[src/rtl/bf_pkg.sv]
// Shared types and constants for the beamformer weight loader.
// Holds the SPI command word layout, opcode/bank enums and the loader FSM states.
package bf_pkg;

    localparam int BF_N_ELEM = 8;
    localparam int BF_W_W    = 5;
    localparam int BF_WORD_W = 16;

    typedef enum logic [1:0] {
        OP_NOP,
        OP_WRITE,
        OP_COMMIT,
        OP_CLEAR
    } bf_wl_op_e;

    typedef enum logic [1:0] {
        SET_COS1,
        SET_SIN1,
        SET_COS2,
        SET_SIN2
    } bf_wl_set_e;

    typedef enum logic [1:0] {
        ST_IDLE,
        ST_SHIFT,
        ST_EXEC
    } bf_wl_state_e;

    typedef struct packed {
        bf_wl_op_e  op;
        bf_wl_set_e bank;
        logic [2:0] elem;
        logic [3:0] rsvd;
        logic [4:0] weight;
    } bf_wl_word_t;

    // Bit offset of an element's weight inside a flattened bank.
    function automatic int bf_lsb(input logic [2:0] elem, input int w_w);
        return int'(elem) * w_w;
    endfunction

endpackage

[src/rtl/bf_spi_if.sv]
// SPI bus bundle between the host (master) and the weight loader (slave).
interface bf_spi_if;

    logic sclk;
    logic ss_n;
    logic mosi;
    logic miso;

    modport master (output sclk, output ss_n, output mosi, input miso);
    modport slave  (input sclk, input ss_n, input mosi, output miso);

endinterface

[src/rtl/bf_spi_sync.sv]
// Brings the asynchronous SPI pins into the system clock domain and
// produces registered one-cycle SCLK edge pulses aligned with the sampled MOSI.
module bf_spi_sync (
    input  logic clock,
    input  logic reset_n,
    input  logic sclk,
    input  logic ss_n,
    input  logic mosi,
    output logic sclk_rise,
    output logic sclk_fall,
    output logic ss_n_s,
    output logic mosi_s
);

    logic [1:0] sclk_ff;
    logic [1:0] ss_ff;
    logic [1:0] mosi_ff;
    logic       sclk_d;

    // Idle levels on reset keep a deselected bus from looking like an edge.
    always_ff @(posedge clock) begin
        if (!reset_n) begin
            sclk_ff   <= 2'b00;
            ss_ff     <= 2'b11;
            mosi_ff   <= 2'b00;
            sclk_d    <= 1'b0;
            sclk_rise <= 1'b0;
            sclk_fall <= 1'b0;
            mosi_s    <= 1'b0;
        end else begin
            sclk_ff   <= {sclk_ff[0], sclk};
            ss_ff     <= {ss_ff[0], ss_n};
            mosi_ff   <= {mosi_ff[0], mosi};
            sclk_d    <= sclk_ff[1];
            sclk_rise <= sclk_ff[1] & ~sclk_d;
            sclk_fall <= ~sclk_ff[1] & sclk_d;
            mosi_s    <= mosi_ff[1];
        end
    end

    assign ss_n_s = ss_ff[1];

endmodule

[src/rtl/bf_weight_loader.sv]
// SPI slave loading beamformer phase weights into a shadow bank, with an atomic COMMIT to outputs.
// Optional readback of the previous word on MISO when BF_WLOAD_MISO_EN is defined.
module bf_weight_loader
    import bf_pkg::*;
#(
    parameter int N_ELEM = BF_N_ELEM,
    parameter int W_W    = BF_W_W,
    parameter int WORD_W = BF_WORD_W
) (
    input  logic                    clock,
    input  logic                    reset_n,
    bf_spi_if.slave                 spi,
    output logic [N_ELEM*W_W-1:0]   w_cos_1,
    output logic [N_ELEM*W_W-1:0]   w_sin_1,
    output logic [N_ELEM*W_W-1:0]   w_cos_2,
    output logic [N_ELEM*W_W-1:0]   w_sin_2,
    output logic                    weights_valid,
    output logic                    frame_err
);

    localparam int CNT_W = $clog2(WORD_W + 1);

    logic sclk_rise;
    logic sclk_fall;
    logic ss_n_s;
    logic mosi_s;

    bf_wl_state_e                    state;
    logic [CNT_W-1:0]                bit_cnt;
    logic [WORD_W-1:0]               shreg;
    logic [3:0][N_ELEM*W_W-1:0]      shadow;
    logic [3:0][N_ELEM*W_W-1:0]      active;
    bf_wl_word_t                     cmd;

    bf_spi_sync u_sync (
        .clock     (clock),
        .reset_n   (reset_n),
        .sclk      (spi.sclk),
        .ss_n      (spi.ss_n),
        .mosi      (spi.mosi),
        .sclk_rise (sclk_rise),
        .sclk_fall (sclk_fall),
        .ss_n_s    (ss_n_s),
        .mosi_s    (mosi_s)
    );

    assign cmd = bf_wl_word_t'(shreg);

    // EXEC lasts exactly one cycle; a COMMIT copies the entire shadow so outputs switch atomically.
    always_ff @(posedge clock) begin
        if (!reset_n) begin
            state         <= ST_IDLE;
            bit_cnt       <= '0;
            shreg         <= '0;
            shadow        <= '0;
            active        <= '0;
            weights_valid <= 1'b0;
            frame_err     <= 1'b0;
        end else begin
            weights_valid <= 1'b0;
            frame_err     <= 1'b0;
            unique case (state)
                ST_IDLE: begin
                    bit_cnt <= '0;
                    if (!ss_n_s) begin
                        state <= ST_SHIFT;
                    end
                end
                ST_SHIFT: begin
                    if (ss_n_s) begin
                        if (bit_cnt != '0) begin
                            frame_err <= 1'b1;
                        end
                        bit_cnt <= '0;
                        state   <= ST_IDLE;
                    end else if (sclk_rise) begin
                        shreg   <= {shreg[WORD_W-2:0], mosi_s};
                        bit_cnt <= bit_cnt + 1'b1;
                        if (bit_cnt == CNT_W'(WORD_W - 1)) begin
                            state <= ST_EXEC;
                        end
                    end
                end
                ST_EXEC: begin
                    bit_cnt <= '0;
                    unique case (cmd.op)
                        OP_WRITE:  shadow[cmd.bank][bf_lsb(cmd.elem, W_W) +: W_W] <= W_W'(cmd.weight);
                        OP_COMMIT: begin
                            active        <= shadow;
                            weights_valid <= 1'b1;
                        end
                        OP_CLEAR:  shadow <= '0;
                        OP_NOP:    ;
                    endcase
                    state <= ss_n_s ? ST_IDLE : ST_SHIFT;
                end
                default: state <= ST_IDLE;
            endcase
        end
    end

    assign w_cos_1 = active[SET_COS1];
    assign w_sin_1 = active[SET_SIN1];
    assign w_cos_2 = active[SET_COS2];
    assign w_sin_2 = active[SET_SIN2];

    logic unused_rsvd;
    assign unused_rsvd = ^cmd.rsvd;

`ifdef BF_WLOAD_MISO_EN
    logic [WORD_W-1:0] tx_reg;
    logic              miso_q;

    // Falls before the first rise of a word (bit_cnt == 0) are ignored so the MSB is held for bit 0.
    always_ff @(posedge clock) begin
        if (!reset_n) begin
            tx_reg <= '0;
            miso_q <= 1'b0;
        end else if (ss_n_s) begin
            miso_q <= 1'b0;
        end else if (state == ST_EXEC) begin
            tx_reg <= shreg;
            miso_q <= shreg[WORD_W-1];
        end else if (state == ST_IDLE) begin
            miso_q <= tx_reg[WORD_W-1];
        end else if (sclk_fall && bit_cnt != '0) begin
            tx_reg <= {tx_reg[WORD_W-2:0], 1'b0};
            miso_q <= tx_reg[WORD_W-2];
        end
    end

    assign spi.miso = miso_q;
`else
    logic unused_fall;
    assign unused_fall = sclk_fall;
    assign spi.miso    = 1'b0;
`endif

endmodule

[src/flat_wrapper.sv]
// flat-port wrapper written by rule: the top's interface ports become plain ports
module bf_weight_loader_flat import bf_pkg::*;
#(
    parameter int N_ELEM = BF_N_ELEM,
    parameter int W_W    = BF_W_W,
    parameter int WORD_W = BF_WORD_W
)
  (clock, reset_n, w_cos_1, w_sin_1, w_cos_2, w_sin_2, weights_valid, frame_err, spi_sclk, spi_ss_n, spi_mosi, spi_miso);
  bf_spi_if spi_i ();
  input  logic clock;
  input  logic reset_n;
  output logic [N_ELEM*W_W-1:0] w_cos_1;
  output logic [N_ELEM*W_W-1:0] w_sin_1;
  output logic [N_ELEM*W_W-1:0] w_cos_2;
  output logic [N_ELEM*W_W-1:0] w_sin_2;
  output logic weights_valid;
  output logic frame_err;
  input wire logic [$bits(spi_i.sclk)-1:0] spi_sclk;
  input wire logic [$bits(spi_i.ss_n)-1:0] spi_ss_n;
  input wire logic [$bits(spi_i.mosi)-1:0] spi_mosi;
  output wire logic [$bits(spi_i.miso)-1:0] spi_miso;
  assign spi_i.sclk = spi_sclk;
  assign spi_i.ss_n = spi_ss_n;
  assign spi_i.mosi = spi_mosi;
  assign spi_miso = spi_i.miso;
  bf_weight_loader #(.N_ELEM(N_ELEM), .W_W(W_W), .WORD_W(WORD_W)) u_core (.clock(clock), .reset_n(reset_n), .spi(spi_i), .w_cos_1(w_cos_1), .w_sin_1(w_sin_1), .w_cos_2(w_cos_2), .w_sin_2(w_sin_2), .weights_valid(weights_valid), .frame_err(frame_err));
endmodule
[config.mk]
export PLATFORM = sky130hd
export DESIGN_NAME = bf_weight_loader_flat
export DESIGN_NICKNAME = d
export VERILOG_FILES = /design/src/rtl/bf_pkg.sv /design/src/rtl/bf_spi_if.sv /design/src/rtl/bf_spi_sync.sv /design/src/rtl/bf_weight_loader.sv /design/src/flat_wrapper.sv
export SDC_FILE = /design/constraint.sdc
export NUM_CORES = 1
export LEC_CHECK = 0
export BUFFER_PORTS_ARGS = -buffer_cell sky130_fd_sc_hd__buf_2
export CAP_MARGIN = 20
export CORE_ASPECT_RATIO = 0.75
export CORE_MARGIN = 1
export CORE_UTILIZATION = 52
export DETAILED_ROUTE_END_ITERATION = 10
export HOLD_SLACK_MARGIN = 0.15
export PLACE_DENSITY_LB_ADDON = 0.3
export SYNTH_ARGS = -nofsm -noshare
export SYNTH_HDL_FRONTEND = slang
export SYNTH_SLANG_ARGS = --single-unit
[constraint.sdc]
create_clock -name clock -period 1.83 [get_ports clock]
set_input_delay 0.2745 -clock clock [delete_from_list [all_inputs] [get_ports clock]]
set_output_delay 0.2745 -clock clock [all_outputs]
set_load 0.01 [all_outputs]
Word level (Yosys, flattened, before mapping)
Cells that the tools add are included.
Storage, ports and cells
  bits in registers: 354
  input port bits: 5
  logic and storage cells: 66
Cells by class
  $add $sub $neg: 2
  multiply operators: 1
  magnitude comparators: 2
  eq/ne operators: 9
  shift operators: 2
  mux-type cells: 15
  bitwise logic cells: 3
  reduce and logical (&&, ||, !) cells: 13
Operators with widths (count)
  case mux 160 bit (2 select lines): 1
  bitwise mux 160 bit: 1
  demux 40 bit (select 2 bit): 1
  2-to-1 mux 40 bit: 1
  variable shift 5 x 33 -> 40 bit (first input constant): 1
  indexed part select 5 x 33 -> 40 bit: 1
  negator 32 -> 33 bit: 1
  2-to-1 mux 5 bit: 2
  case mux 5 bit (2 select lines): 1
  AND reduction 3 bit: 3
  2-to-1 mux 2 bit: 4
  AND reduction 2 bit: 4
  == test 2 bit (second input constant): 3
  multiplier 3 x 3 -> 6 bit (second input constant): 1
  case mux 2 bit (3 select lines): 1
  adder 5 x 1 -> 5 bit (second input constant): 1
  == test 5 x 4 -> 1 bit (second input constant): 1
  nonzero test 5 bit: 1
  == test 2 x 1 -> 1 bit (second input constant): 2
  nonzero test 2 bit: 2
  < comparator 2 x 3 -> 1 bit (second input constant): 1
  2-to-1 mux 1 bit: 3
  inequality test 3 x 2 -> 1 bit (second input constant): 1
  inequality test 3 bit (second input constant): 1
  other kinds (7): 8

Logic depth before layout (Yosys ltp)
Gate-level depths: netlist of the first run.
  depth after elaboration: 7
  depth in mapped cells: 8

Modules after synthesis
Synthesis of the first run repeated with hierarchy kept, for this count alone.
Unflattened totals
  cell total of the unflattened synthesis: 1442
  area total of the unflattened synthesis: 13262.7 um^2
By module, submodules not included
  bf_weight_loader: times used 1, cells each 1422, area each 12987.5 um^2
  bf_spi_sync: times used 1, cells each 20, area each 275.3 um^2

Least setup slack after synthesis of the first run
OpenSTA, ideal clock, no wires.
  path kind: register to register
  from: register u_core.shreg[9], in the netlist u_core.cmd[9]
  to: register u_core.shadow[18] (netlist bit)
  library setup time: 0.061 ns
  data arrival time: 1.821 ns
  setup slack: -0.052 ns
  stages on the path, launching flop included: 9
  cell sequence: dfxtp_1 > buf_2 > inv_1 > ha_1 > nand2b_1 > nor4_4 > and2_1 > clkbuf_1 > a32o_1
On the way
  cells in the longest elaborated chain, start to end: 7
  elaborated cells between the ends (all ways): 8
RTL lines
  from (decl): RTL line bf_weight_loader.sv:30  | logic [WORD_W-1:0] shreg;
  from (signal assigned): RTL line bf_weight_loader.sv:77  | shreg <= {shreg[WORD_W-2:0], mosi_s};
  multiplier 3 x 3 -> 6 bit (*): RTL line bf_pkg.sv:39  | return int'(elem) * w_w;
  negator 32 -> 33 bit (*): RTL line bf_weight_loader.sv:87  | OP_WRITE: shadow[cmd.bank][bf_lsb(cmd.elem, W_W) +: W_W] <= W_W'(cmd.weight);
  variable shift 5 x 33 -> 40 bit: RTL line bf_weight_loader.sv:87
  2-to-1 mux 40 bit (not written as such): RTL line bf_weight_loader.sv:87
  demux 40 bit (select 2 bit)
  bitwise mux 160 bit (*): RTL line bf_weight_loader.sv:87
  case mux 160 bit (2 select lines) (*): RTL line bf_weight_loader.sv:86  | unique case (cmd.op)
  to (signal, indexed assignment): RTL line bf_weight_loader.sv:87
  to (decl): RTL line bf_weight_loader.sv:31  | logic [3:0][N_ELEM*W_W-1:0] shadow;
Mark *: on every way between the ends. The rest lies on a longest branch, timed or not.
A chain may end at the register's enable or synchronous reset.

Worst setup path in the final report of the first run
  from: register u_core.shreg[10], in the netlist u_core.cmd[10]
  to: register u_core.shadow[20] (netlist bit)
Same word-level chain as after synthesis.

==> results of run 1 <==
==> metal layers <==
layer / up-vias / GRT usage / wire (um)
met5: - / 0 / 8
met4: 2 / 0.0561 / 637
met3: 60 / 0.0445 / 2780
met2: 431 / 0.388 / 14500
met1: 5159 / 0.407 / 16900
li1: 5150 / - / -
==> cells in the mapped netlist (all sizes together), types with 2 or more instances <==
cell / n / area [um2]
ha: 6 / 75.1
o31ai: 2 / 15.0
buf: 60 / 403
o21ai: 32 / 160
a22o: 68 / 596
and3: 3 / 18.8
mux2i: 40 / 400
nand2b: 9 / 58.8
o21a: 4 / 30.0
clkbuf: 45 / 169
nand3: 39 / 195
nand4b: 2 / 17.5
o2111ai: 3 / 45.0
a32o: 3 / 30.0
a21oi: 12 / 63.8
nor4: 3 / 40.0
nand4: 4 / 25.0
nor2b: 9 / 56.3
nor3b: 4 / 51.3
o2bb2ai: 18 / 158
nor2: 24 / 95.1
dfxtp: 354 / 7090
and3b: 2 / 17.5
nand2: 426 / 1600
a21boi: 176 / 1320
nor3: 5 / 30.0
and2: 21 / 131
nand3b: 6 / 60.1
inv: 7 / 26.3
a31oi: 7 / 43.8
==> path summary, 6_finish.rpt <==
path | end | slack, ns | depth (start not counted)
setup / recovery | u_core.shadow[20]$_SDFFE_PN0P_ | -0.02 | 7
hold reg to reg | u_core.u_sync.sclk_rise$_SDFF_PN0_ | 0.38 | 1
hold / removal | u_core.u_sync.sclk_rise$_SDFF_PN0_ | 0.38 | 1
setup reg to reg | u_core.shadow[20]$_SDFFE_PN0P_ | -0.02 | 7
==> cells by family after synthesis <==
logic type	Yosys count
AO/OA/AOI/OAI	329
XOR/XNOR	2
adder cells (fa/ha/maj)	6
buffers and inverters	112
flip-flops	354
multiplexers	40
other	1
AND/OR/NAND/NOR	562
==> stage by stage <==
stage | worst slack [ns] | util
floorplan | 0.0106 | -
global placement | 0.0117 | 0.602
detailed placement | -0.0245 | 0.602
CTS | 0.000498 | 0.653
global route | -0.0473 | 0.659
finish | -0.0189 | 0.659
==> power by group through the flow <==
| stage | combinational (mW) | clock, mW | sequential, mW |
|---|---|---|---|
| final | 0.235 | 7.47 | 7.71 |
| after CTS | 0.230 | 7.56 | 7.71 |
| after global routing | 0.254 | 7.87 | 7.71 |
| after detailed placement | 0.223 | 0 | 7.89 |
| after floorplan | 0.164 | 0 | 7.89 |
| after global placement | 0.221 | 0 | 7.89 |
==> sequential cells by signal, summed over array words and instances (netlist names) <==
register and flops:
u_core.u_sync.sclk_d 1, u_core.u_sync.mosi_s 1, u_core.u_sync.sclk_rise 1, u_core.weights_valid 1
u_core.shadow 160, u_core.w_sin_2 40, u_core.state 2, u_core.w_cos_1 40
u_core.u_sync.mosi_ff 2, u_core.frame_err 1, u_core.cmd 16, u_core.w_sin_1 40
u_core.u_sync.ss_ff 2, u_core.bit_cnt 5, u_core.u_sync.sclk_ff 2, u_core.w_cos_2 40
==> critical path, cell delays in order (launching register included) <==
cell      delay (ns)
dfxtp_1         0.35
inv_1           0.09
ha_4            0.21
and2_1          0.23
o211ai_1        0.46
buf_4           0.25
nand3_1         0.08
o21ai_0         0.09
==> final cells by class <==
type | instances | area [um2] | share of cell area
clock buffers | 52 | 1080 | 0.0675
clock inverters | 9 | 124 | 0.00773
inverters | 7 | 26.3 | 0.00164
multi-input cells | 940 | 5560 | 0.347
flip-flops and latches | 354 | 7090 | 0.442
well taps | 331 | 414 | 0.0258
repair buffers | 260 | 1730 | 0.108
==> placed cells by master (no fill, tap or decap), types with 4 or more instances in the layout <==
cell and count:
nand2_1 426, dfxtp_1 352, buf_2 165, a21boi_1 100, a21boi_0 76, buf_4 76
a22o_1 68, mux2i_1 40, nand3_1 39, clkbuf_16 38, o21ai_0 31, and2_1 19
o2bb2ai_1 18, nor2_1 17, buf_12 13, clkbuf_8 10, nor2b_1 8, nand2b_1 8
a21oi_1 8, inv_1 7, a31oi_1 7, nor2_2 6, clkinv_2 5, clkbuf_1 5
nand4_1 4, a21oi_2 4, nand3b_2 4, ha_1 4, dlygate4sd3_1 4
==> what timing repair did <==
item                                    in CTS  in global routing
endpoints found under the setup margin      11                104
pin swaps                                    0                  3
resized for setup                            2                 22
buffers inserted                             0                  2
hold buffers                                 4                  0
hold endpoints to repair                    13                  0
cloned                                       0                  1
==> metrics.cfg, run 1 <==
[clock_network]
cts_root_buf = clkbuf_16
clock_tree.htree_level_count = 2
clock-sinks = 354
cts_tree = yes
path_clk_slew_ns = 0.07
cts_made_buffers = 34
clock_path_buffers = 3
clk_latency_ns = 0.51

[routing]
routedWlPerCell_um = 17.8
vias_per_cell = 5.53
drc = 0
vias = 10800
finalWirelength_um = 34800
drt_first_pass_iters = 5
drtIter0Drc = 852
detail-route-antenna-nets = 0

[floorplan]
initial_core_util = 0.539
die_x_um = 185
row_count = 49
die_h_um = 140
core_um2 = 24300
ios = 168
dieArea_um2 = 25900

[synthesis]
synth_top_family_by_area = compound AO/OA/AOI/OAI gates
synth_cells = 1406
synth-simple-area-share = 0.186
ys.flop_type = dfxtp_1
yosysSeqAreaShare = 0.540
ys_ff_latch = 354
synth-edff-count = 0
syn-cell-area_um2 = 13100
synthDistinctLibCells = 56
synth_xor_area_frac = 0.00134
synthMuxAreaShare = 0.0305
avgSynthCellArea_um2 = 9.33
synth_fa_ha_area_frac = 0.00572
synth_nets = 1417
synth_compound_gate_area_share = 0.190
yosysWarnings = 0
synth-async-reset-ratio = 0

[setup_path]
critPathKind = register to register
cp-startpoint = u_core.cmd[10]$_SDFFE_PN0P_
cp-start-kind = register
reg2reg_from = u_core.cmd[10]$_SDFFE_PN0P_
worstPathRequired_ns = 2.26
worst-path-max-fanout = 10
critPathArrivalTime_ns = 2.28
endpoint_kind = register

[final_layout]
final_layout_size_suffix_gt1_frac = 0.218
antenna_cells = 0
synthToLayoutAreaGrowth_pct = 22.2
nets = 1608
final_area_um2 = 16000
nFillCells = 1977
layout.cells.non_filler = 1953

[sta]
rsz0062_at_grt = yes
slew_violations = 0
final.setup.worst_slack_ns = -0.0189
hold_viol = 0
post-route-period-util = 1.01
skew_ns = 0.0145
hold_ws_ns = 0.381
worst_pin_slew_ns = 0.575
min_period_ns = 1.85
max_freq_mhz = 541
slew_headroom = 0.615
setup_viol = 8
setup_tns_ns = -0.0682

[power_and_ir_drop]
pwr-share-seq = 0.500
switchingPower_mw = 3.10
leakage_nw = 6.47
power_frac_comb = 0.015
finalPower_mw = 15.4
switching_share = 0.201
p_clk_frac = 0.484
power_density_nw_per_um2 = 962
p_int_mw = 12.3
worst_ir_drop_vdd_v = 0.000551

[placed_design]
placed_area_um2 = 14700
placed_cells = 1885
gp_congestion = 0.910
port_buffers = 166
dp_hpwl_um = 23100

[grt]
grt_pass1_wl_um = 54600
grt_max_degree = 131
grt.overflow.total = 0
antenna_found_initial = 2
grt_pass1_vias = 10100
gr-usage-all-layers = 0.266

[outcome]
violations = negative setup slack
status = finished, violations left

[run]
drv_cap = 0

[min_path]
min-delay-path-class = register to register
hp-start = u_core.u_sync.sclk_d$_SDFF_PN0_

Note: power is estimated with default switching activity, not from simulation.
==> inputs of run 2 (changes only) <==
BUFFER_PORTS_ARGS = not set   (was -buffer_cell sky130_fd_sc_hd__buf_2)
CORE_UTILIZATION = 57   (was 52)
DONT_BUFFER_PORTS = 1   (was not set)
==> run 2 against run 1 <==
Non-clock buffer count decreased by 152. Die area decreased by 8.7%. Register-to-register slack improved by 0.04 ns. Combinational power decreased by 28%. Core utilization increased by 1.9 points. Worst setup slack improved by 0.040 ns. Clock power decreased by 13%. The flow finishes with violations (negative hold slack).
==> metrics.cfg, run 2 (same netlist as run 1, synthesis figures left out) <==
[outcome]
status = finished, violations left  ; unchanged
violations = negative hold slack  ; was negative setup slack

[sta]
worst_pin_slew_ns = 0.566  ; was 0.575 ns
setup_viol = 0  ; was 8
skew_ns = 0.0140  ; was 0.0145 ns
hold_viol = 178  ; was 0
post-route-period-util = 0.989  ; was 1.01
final.setup.worst_slack_ns = 0.0206  ; was -0.0189 ns
rsz0062_at_grt = yes  ; unchanged
hold_ws_ns = -0.124  ; was 0.381 ns
min_period_ns = 1.81  ; was 1.85 ns
setup_tns_ns = 0  ; was -0.0682 ns
slew_headroom = 0.621  ; was 0.615
slew_violations = 0  ; unchanged
max_freq_mhz = 553  ; was 541 MHz

[setup_path]
cp-start-kind = register  ; unchanged
reg2reg_from = u_core.cmd[10]$_SDFFE_PN0P_  ; unchanged
crit_buf_inv = 2  ; unchanged
critPathArrivalTime_ns = 2.24  ; was 2.28 ns
path_cells = inv_1 -> ha_4 -> nor2b_1 -> o21a_1 -> buf_4 -> nand2_1 -> mux2i_1  ; was inv_1 -> ha_4 -> and2_1 -> o211ai_1 -> buf_4 -> nand3_1 -> o21ai_0
worst-path-max-fanout = 7  ; was 10
reg2reg_depth = 7  ; unchanged
endpoint_kind = register  ; unchanged
critPathKind = register to register  ; unchanged
reg2reg_slack_ns = 0.02  ; was -0.02 ns
cp_slowest_stage_delay_ns = 0.33  ; was 0.46 ns
crit_path_top_delay_cell = dfxtp_1  ; was o211ai_1
worstPathRequired_ns = 2.26  ; about the same
r2r_end = u_core.shadow[153]$_SDFFE_PN0P_  ; was u_core.shadow[20]$_SDFFE_PN0P_
crit_family = simple AND/OR/NAND/NOR gates  ; was compound AO/OA/AOI/OAI gates

[power_and_ir_drop]
leakage_nw = 5.50  ; was 6.47 nW
finalPower_mw = 14.4  ; was 15.4 mW
switchingPower_mw = 2.86  ; was 3.10 mW
p_int_mw = 11.5  ; was 12.3 mW
p_clk_frac = 0.452  ; was 0.484
pwr-share-seq = 0.536  ; was 0.500
worst_ir_drop_vdd_v = 0.000660  ; was 0.000551 V
power_density_nw_per_um2 = 953  ; was 962 nW/um2
switching_share = 0.198  ; was 0.201
power_frac_comb = 0.012  ; was 0.015

[grt]
grt_max_degree = 205  ; was 131
grt.overflow.total = 0  ; unchanged
grt_pass1_vias = 9403  ; was 10100
gr-usage-all-layers = 0.274  ; was 0.266
antenna_found_initial = 0  ; was 2
grt_pass1_wl_um = 51300  ; was 54600 um

[placed_design]
dp_hpwl_um = 21700  ; was 23100 um
gp_congestion = 0.950  ; was 0.910
port_buffers = 0  ; was 166
pre_cts_slack_ns = -0.0663  ; was -0.0245 ns
placed_area_um2 = 13700  ; was 14700 um2

[min_path]
min_delay_worst_endpoint = u_core.weights_valid$_SDFF_PN0_  ; was u_core.u_sync.sclk_rise$_SDFF_PN0_
hp-start = reset_n  ; was u_core.u_sync.sclk_d$_SDFF_PN0_
min_path_cells = 1  ; unchanged
min-delay-path-class = primary input to register  ; was register to register

[final_layout]
final_common_cell = nand2_1  ; unchanged
post-route-util = 0.678  ; was 0.659
nets = 1453  ; was 1608
largest_reg_flops = 160  ; unchanged
antenna_cells = 0  ; unchanged
final_area_um2 = 15100  ; was 16000 um2
mostFrequentLayoutCells = nand2_1 (424), dfxtp_1 (351), a21boi_1 (100)  ; was nand2_1 (426), dfxtp_1 (352), buf_2 (165)
top_register = u_core.shadow  ; unchanged
synthToLayoutAreaGrowth_pct = 15.1  ; was 22.2%
final_layout_size_suffix_gt1_frac = 0.126  ; was 0.218

[floorplan]
die_x_um = 177  ; was 185 um
ios = 168  ; unchanged
initial_core_util = 0.589  ; was 0.539
dieArea_um2 = 23600  ; was 25900 um2
core_um2 = 22300  ; was 24300 um2
row_count = 47  ; was 49
die_h_um = 133  ; was 140 um

[routing]
drt_first_pass_iters = 5  ; unchanged
vias = 10100  ; was 10800
drtIter0Drc = 909  ; was 852
detail-route-antenna-nets = 0  ; unchanged
routedWlPerCell_um = 18.8  ; was 17.8 um
vias_per_cell = 5.71  ; was 5.53
finalWirelength_um = 33100  ; was 34800 um
drc = 0  ; unchanged

[clock_network]
clock-sinks = 354  ; unchanged
cts_made_buffers = 31  ; was 34
cts_root_buf = clkbuf_16  ; unchanged
clock_path_buffers = 3  ; unchanged
clk_latency_ns = 0.55  ; was 0.51 ns
clock_tree.htree_level_count = 1  ; was 2
cts_tree = yes  ; unchanged
path_clk_slew_ns = 0.07  ; about the same
ctsHoldBuffers = 17  ; was 4

[run]
drv_cap = 0  ; unchanged

-- run 2: power groups by stage --
| stage | combinational (mW) | sequential (mW) | clock [mW] |
|---|---|---|---|
| floorplan | 0.164 | 7.89 | 0 |
| global placement | 0.149 | 7.89 | 0 |
| detailed placement | 0.150 | 7.89 | 0 |
| CTS | 0.167 | 7.71 | 6.60 |
| global route | 0.179 | 7.71 | 6.91 |
| finish | 0.170 | 7.71 | 6.51 |
-- run 2: worst max-delay path by stage --
stage	from	slack [ns]	to	depth (start not counted)
after floorplan	u_core.cmd[9]$_SDFFE_PN0P_	0.01	u_core.shadow[19]$_SDFFE_PN0P_	8
after global placement	u_core.cmd[9]$_SDFFE_PN0P_	0.01	u_core.shadow[18]$_SDFFE_PN0P_	6
after detailed placement	u_core.cmd[10]$_SDFFE_PN0P_	-0.07	u_core.shadow[156]$_SDFFE_PN0P_	8
after CTS	u_core.cmd[10]$_SDFFE_PN0P_	0.002	u_core.shadow[156]$_SDFFE_PN0P_	8
after global routing	u_core.cmd[10]$_SDFFE_PN0P_	-0.06	u_core.shadow[154]$_SDFFE_PN0P_	7
final	u_core.cmd[10]$_SDFFE_PN0P_	0.02	u_core.shadow[153]$_SDFFE_PN0P_	7
-- run 2: routing by layer --
layer,part of all wire,GRT usage
met2,0.42,0.401
met1,0.44,0.386
met3,0.11,0.0893
met4,0.024,0.0752
met5,0,0
-- run 2: timing repair --
| action | 4_1_cts | 5_1_grt |
|---|---|---|
| hold endpoints to repair | 216 | 183 |
| buffers inserted | 0 | 5 |
| resized for setup | 5 | 29 |
| gates cloned | 0 | 1 |
| pin swaps | 0 | 3 |
| setup endpoints to repair | 31 | 126 |
-- run 2: layout make-up --
type / instances / area [um2]
inverters: 7 / 26.3
flip-flops and latches: 354 / 7090
fillers: 1708 / 7190
clock buffers: 51 / 971
repair buffers: 108 / 1020
well taps: 294 / 368
multi-input cells: 940 / 5570
clock inverters: 5 / 53.8
-- run 2: through the flow --
step           hold WS [ns]  cells
6_report             -0.124   1759
5_1_grt              -0.161   1759
3_5_place_dp          0.375   1680
2_1_floorplan         0.367   1406
3_3_place_gp          0.369   1680
4_1_cts              -0.155   1753
-- run 2: worst reg2reg max path: cells and delay by family, from the launching register on --
kind / cells / cell delay, ns
AO/OA/AOI/OAI: 1 / 0.23
adder cells (fa/ha/maj): 1 / 0.21
buffers and inverters: 2 / 0.24
flip-flops: 1 / 0.33
multiplexers: 1 / 0.20
AND/OR/NAND/NOR: 2 / 0.49
